### config.mk
export PLATFORM = sky130hd
export DESIGN_NAME = alu_share_arbiter
export DESIGN_NICKNAME = d
export VERILOG_FILES = /design/src/rtl/alu_arb_pkg.sv /design/src/rtl/alu_share_arbiter_mux2to1.sv /design/src/rtl/alu_share_arbiter.sv
export SDC_FILE = /design/constraint.sdc
export NUM_CORES = 1
export LEC_CHECK = 0
export ABC_AREA = 1
export BUFFER_PORTS_ARGS = -buffer_cell sky130_fd_sc_hd__buf_2
export CAP_MARGIN = 20
export CORE_AREA = 2 2 76 78
export CTS_CLUSTER_SIZE = 20
export DETAILED_ROUTE_END_ITERATION = 8
export DIE_AREA = 0 0 78 80
export PLACE_DENSITY = 0.88
export SYNTH_ARGS = -nofsm -noshare
export SYNTH_HDL_FRONTEND = slang
export SYNTH_HIERARCHICAL = 1
export SYNTH_SLANG_ARGS = --single-unit
### constraint.sdc
create_clock -name clk -period 2.9 [get_ports clk]
set_clock_uncertainty 0.2 [all_clocks]
set_input_delay 0.145 -clock clk [delete_from_list [all_inputs] [get_ports clk]]
set_output_delay 0.145 -clock clk [all_outputs]
set_load 0.01 [all_outputs]
### src/rtl/alu_arb_pkg.sv
// Shared constants and state encoding for the ALU operand-sharing arbiter.
package alu_arb_pkg;

  localparam int unsigned DEF_WIDTH = 32;
  localparam int unsigned CNT_W     = 4;

  typedef enum logic [1:0] {
    ST_IDLE  = 2'd0,
    ST_ISSUE = 2'd1,
    ST_WAIT  = 2'd2,
    ST_RESP  = 2'd3
  } arb_state_e;

endpackage

### src/rtl/alu_share_arbiter_mux2to1.sv
// 2:1 operand mux feeding the shared ALU.
// Ports: input0/input1 - candidate operands; select - 0 picks input0, 1 picks input1;
//        out - selected operand.
module MUX2to1
  import alu_arb_pkg::*;
#(
  parameter int unsigned WIDTH = DEF_WIDTH
) (
  input  logic [WIDTH-1:0] input0,
  input  logic [WIDTH-1:0] input1,
  input  logic             select,
  output logic [WIDTH-1:0] out
);

  assign out = select ? input1 : input0;

endmodule

### src/rtl/alu_share_arbiter.sv
// Round-robin arbiter sharing one ALU operand path between two requesters.
// Grants a requester, pulses alu_start, waits ALU_LAT cycles, captures the
// result and returns it with the owner id on a valid/ready response channel.
// Ports:
//   clk, rst_n                 - clock, async active-low reset
//   reqN_valid/data/ready      - requester N operand handshake (ready is a 1-cycle pulse)
//   sel, alu_in, alu_start     - mux select, muxed operand, ALU start pulse
//   alu_result                 - ALU result, valid ALU_LAT cycles after alu_start
//   rsp_valid/id/data/ready    - response channel
//   busy                       - high whenever not idle
module alu_share_arbiter
  import alu_arb_pkg::*;
#(
  parameter int unsigned WIDTH   = DEF_WIDTH,
  parameter int unsigned ALU_LAT = 1
) (
  input  logic             clk,
  input  logic             rst_n,
  input  logic             req0_valid,
  input  logic [WIDTH-1:0] req0_data,
  output logic             req0_ready,
  input  logic             req1_valid,
  input  logic [WIDTH-1:0] req1_data,
  output logic             req1_ready,
  output logic             sel,
  output logic [WIDTH-1:0] alu_in,
  output logic             alu_start,
  input  logic [WIDTH-1:0] alu_result,
  output logic             rsp_valid,
  output logic             rsp_id,
  output logic [WIDTH-1:0] rsp_data,
  input  logic             rsp_ready,
  output logic             busy
);

  arb_state_e       r_state;
  arb_state_e       w_next_state;
  logic             r_sel;
  logic             r_last_grant;
  logic [CNT_W-1:0] r_cnt;
  logic [WIDTH-1:0] r_rsp_data;
  logic             r_rsp_id;
  logic             r_rsp_valid;
  logic             r_alu_start;
  logic             r_busy;

  logic             w_any_valid;
  logic             w_grant;
  logic             w_take_grant;
  logic             w_capture;
  logic             w_accept;

  // Round-robin: on contention the requester not served last wins.
  assign w_any_valid = req0_valid | req1_valid;
  assign w_grant     = (req0_valid & req1_valid) ? ~r_last_grant : req1_valid;

  // Operand mux; requester holds its data until ready, so alu_in stays stable.
  MUX2to1 #(
    .WIDTH (WIDTH)
  ) u_mux (
    .input0 (req0_data),
    .input1 (req1_data),
    .select (r_sel),
    .out    (alu_in)
  );

  // State register.
  always_ff @(posedge clk or negedge rst_n) begin
    if (!rst_n) begin
      r_state <= ST_IDLE;
    end else begin
      r_state <= w_next_state;
    end
  end

  // Next-state and control strobes.
  always_comb begin
    w_next_state = r_state;
    w_take_grant = 1'b0;
    w_capture    = 1'b0;
    w_accept     = 1'b0;
    case (r_state)
      ST_IDLE: begin
        if (w_any_valid) begin
          w_take_grant = 1'b1;
          w_next_state = ST_ISSUE;
        end
      end
      ST_ISSUE: begin
        w_next_state = ST_WAIT;
      end
      ST_WAIT: begin
        if (r_cnt == CNT_W'(1)) begin
          w_capture    = 1'b1;
          w_next_state = ST_RESP;
        end
      end
      ST_RESP: begin
        if (rsp_ready) begin
          w_accept     = 1'b1;
          w_next_state = ST_IDLE;
        end
      end
      default: begin
        w_next_state = ST_IDLE;
      end
    endcase
  end

  // Grant pointer, latency counter and response capture.
  always_ff @(posedge clk or negedge rst_n) begin
    if (!rst_n) begin
      r_sel        <= 1'b0;
      r_last_grant <= 1'b1;
      r_cnt        <= '0;
      r_rsp_data   <= '0;
      r_rsp_id     <= 1'b0;
    end else begin
      if (w_take_grant) begin
        r_sel <= w_grant;
      end
      if (w_accept) begin
        r_last_grant <= r_sel;
      end
      if (r_state == ST_ISSUE) begin
        r_cnt <= CNT_W'(ALU_LAT);
      end else if ((r_state == ST_WAIT) && (r_cnt != '0)) begin
        r_cnt <= r_cnt - CNT_W'(1);
      end
      if (w_capture) begin
        r_rsp_data <= alu_result;
        r_rsp_id   <= r_sel;
      end
    end
  end

  // Registered status outputs, decoded from the upcoming state.
  always_ff @(posedge clk or negedge rst_n) begin
    if (!rst_n) begin
      r_alu_start <= 1'b0;
      r_rsp_valid <= 1'b0;
      r_busy      <= 1'b0;
    end else begin
      r_alu_start <= (w_next_state == ST_ISSUE);
      r_rsp_valid <= (w_next_state == ST_RESP);
      r_busy      <= (w_next_state != ST_IDLE);
    end
  end

  assign sel        = r_sel;
  assign alu_start  = r_alu_start;
  assign rsp_valid  = r_rsp_valid;
  assign rsp_id     = r_rsp_id;
  assign rsp_data   = r_rsp_data;
  assign busy       = r_busy;
  // Ready completes in the same cycle the consumer accepts the response.
  assign req0_ready = w_accept & ~r_sel;
  assign req1_ready = w_accept &  r_sel;

endmodule

==> impl_metrics.json <==
{
  "comb_power_share_pct": 55.0,
  "cts_root_buf": "clkbuf_8",
  "routedWlPerCell_um": 14.13,
  "worst-endpoint-required_ps": 2880,
  "intPower_mw": 1.797,
  "hold_violations": 0,
  "via_count": 2750,
  "setup_viol": 0,
  "detail_route.vias_per_cell": 4.758,
  "htree_levels": 2,
  "outcome": "finished clean",
  "cts.sinks": 44,
  "worstMarginPinSlew_ps": 956.8,
  "r2r_end": "rsp_data[21]",
  "final_common_cell": "buf_2",
  "maxCapViolations": 0,
  "power_density_nw_per_um2": 933.1,
  "drive_gt1_share_pct": 40.51,
  "clkLatencyLatePin_ps": 300,
  "finalNetCount": 609,
  "slew_headroom_pct": 36.22,
  "grt_start_max_net_pins": 70,
  "syn_area_per_cell_um2": 7.684,
  "cts_resized": 0,
  "rsz0062_at_grt": "false",
  "reg2reg_depth": 4,
  "grt_pass1_wl_um": 12700,
  "fp.dieArea_um2": 6240,
  "core-area_um2": 5405,
  "start_util_pct": 43.36,
  "antenna_found_initial": 0,
  "timing.rr.start": "r_cnt[1]",
  "dp_hpwl_um": 5062,
  "r2r_setup_slack_ps": 850,
  "endpoint_kind": "flop",
  "synth.cell_area_um2": 2343,
  "synth_cells": 305,
  "port_buffers": 171,
  "drv_slew": 0,
  "crit_end": "rsp_data[21]",
  "setup_tns_ps": 0,
  "whs_ps": 42.10,
  "worstSetupPathType": "flop to flop",
  "die-height_um": 80,
  "seq_power_share_pct": 33.9,
  "antennaDiodeCount": 0,
  "yosysUniqueCellTypes": 24,
  "synth_fp_nets": 408,
  "hold_start": "req0_valid",
  "yosysSeqAreaShare_pct": 47.04,
  "grt_overflow": 0,
  "area_growth_pct": 53.55,
  "peakVddDrop_mv": 0.6169,
  "clockPowerShare_pct": 11.1,
  "arrival_ps": 2020,
  "numCtsBuffers": 5,
  "clockBufferDepth": 2,
  "start_kind": "flop",
  "crit_fanout": 69,
  "clk_pin_slew_ps": 80,
  "drtIter0Drc": 86,
  "layout_common_cells": "buf_2 (171), nand2_1 (137), dfrtp_1 (43)",
  "pin_count": 172,
  "p_switching_mw": 1.561,
  "ys_warn_count": 6,
  "fp.dieW_um": 78,
  "timing.critical_path.from": "r_cnt[1]",
  "wl_um": 8169,
  "fin_cells": 578,
  "hp-class": "input port to flop",
  "min_period_ps": 2046,
  "placedCellCount": 535,
  "grt_use_total_pct": 25.80,
  "first_global_vias": 2788,
  "place.gp.congestion": 0.7648,
  "max_clock_freq_ghz": 0.4887,
  "ys_seq_elements": 44,
  "p_sw_share_pct": 46.49,
  "cts_tree": "done",
  "period_share_pct": 70.57,
  "firstDrtPassIters": 4,
  "drtAntennaViolNets": 0,
  "fill_cells": 404,
  "rows": 27,
  "p_leak_nw": 2.205,
  "drc_errors": 0
}
==> kinds of logic (layout without fill, tap and decap cells) <==
group | after synthesis | in the layout | synth area share [%]
AND/OR/NAND/NOR | 164 | 164 | 28.83
buffers and inverters | 57 | 258 | 13.19
flip-flops | 44 | 44 | 47.04
AO/OA/AOI/OAI | 37 | 37 | 9.503
adder cells (fa/ha/maj) | 2 | 2 | 1.068
XOR/XNOR | 1 | 1 | 0.3738
==> per-layer routing <==
metal	vias up	track usage, %	wire length (um)
li1	1315	-	-
met1	1242	27.83	2898
met2	169	47.07	4199
met3	24	7.919	850
met4	0	10.35	221
met5	-	0	0
==> how the worst min path moves through the flow <==
| stage | cells after the start | end | slack (ps) |
|---|---|---|---|
| 3_3_place_gp | 1 | rsp_data[13] | 130 |
| 3_5_place_dp | 1 | rsp_data[13] | 150 |
| 4_1_cts | 3 | alu_start | 20 |
| 5_1_grt | 3 | alu_start | 70 |
| 2_1_floorplan | 0 | alu_start | -350 |
| 6_report | 3 | alu_start | 40 |
==> worst max-delay path, stage by stage, from the launching register on <==
cell     delay, ps
dfrtp_1        400
inv_1           80
ha_1           190
nand3_4        530
o21ai_0        500
==> cell type report <==
cell class / instances / area (um2) / area share [%]
Clock buffer: 5 / 68.82 / 1.912
Clock inverter: 2 / 12.51 / 0.3477
Inverter: 43 / 168.9 / 4.694
Multi-Input combinational cell: 204 / 932.1 / 25.90
Sequential cell: 44 / 1102 / 30.63
Tap cell: 72 / 90.09 / 2.503
Timing Repair Buffer: 208 / 1224 / 34.01
==> flip-flops by register name, indices dropped and copies added (netlist names) <==
| signal | flops |
|---|---|
| alu_start | 1 |
| sel | 1 |
| r_cnt | 4 |
| rsp_id | 1 |
| rsp_data | 32 |
| rsp_valid | 1 |
| r_state | 2 |
| busy | 1 |
| r_last_grant | 1 |
==> cells in the mapped netlist <==
| library cell | count | area share (%) |
|---|---|---|
| nor2_2 | 1 | 0.27 |
| nand2_2 | 10 | 2.7 |
| dfstp_2 | 1 | 1.1 |
| xor2_1 | 1 | 0.37 |
| clkbuf_8 | 3 | 1.8 |
| o21ai_2 | 10 | 3.7 |
| nand3_4 | 1 | 0.75 |
| or2_2 | 1 | 0.27 |
| a21oi_1 | 1 | 0.21 |
| inv_2 | 1 | 0.16 |
| buf_6 | 5 | 2.4 |
| ha_1 | 2 | 1.1 |
| nor2_1 | 4 | 0.64 |
| buf_12 | 1 | 0.85 |
| inv_8 | 1 | 0.48 |
| dfrtp_1 | 43 | 46 |
| clkbuf_1 | 2 | 0.32 |
| nand2_1 | 137 | 22 |
| buf_2 | 3 | 0.64 |
| nand4_1 | 1 | 0.27 |
| o21ai_0 | 26 | 5.6 |
| inv_1 | 41 | 6.6 |
| nand3b_1 | 1 | 0.32 |
| nand3_1 | 8 | 1.7 |
==> power by group through the flow <==
stage / logic, mW / clock network [mW] / registers (mW)
after floorplan: 1.08 / 0 / 1.21
after global placement: 1.67 / 0 / 1.11
after detailed placement: 1.76 / 0 / 1.11
after CTS: 1.79 / 0.370 / 1.11
after global routing: 2.05 / 0.401 / 1.17
final: 1.85 / 0.373 / 1.14
==> stage by stage <==
stage                     util, %  area, um2  setup slack [ps]  power (mW)
after floorplan                 -       2344              1493       2.291
after global placement      58.40       3157              1101       2.781
after detailed placement    58.40       3157             984.1       2.868
after CTS                   66.57       3598             981.7       3.274
after global routing        66.57       3598             740.9       3.617
final                       66.57       3598             853.6       3.358
==> what timing repair did <==
action	CTS	global route
hold endpoints to repair	79	0
setup buffers	0	0
endpoints found under the setup margin	0	0
hold buffers	36	0
Power figures use the tool's default switching activity.
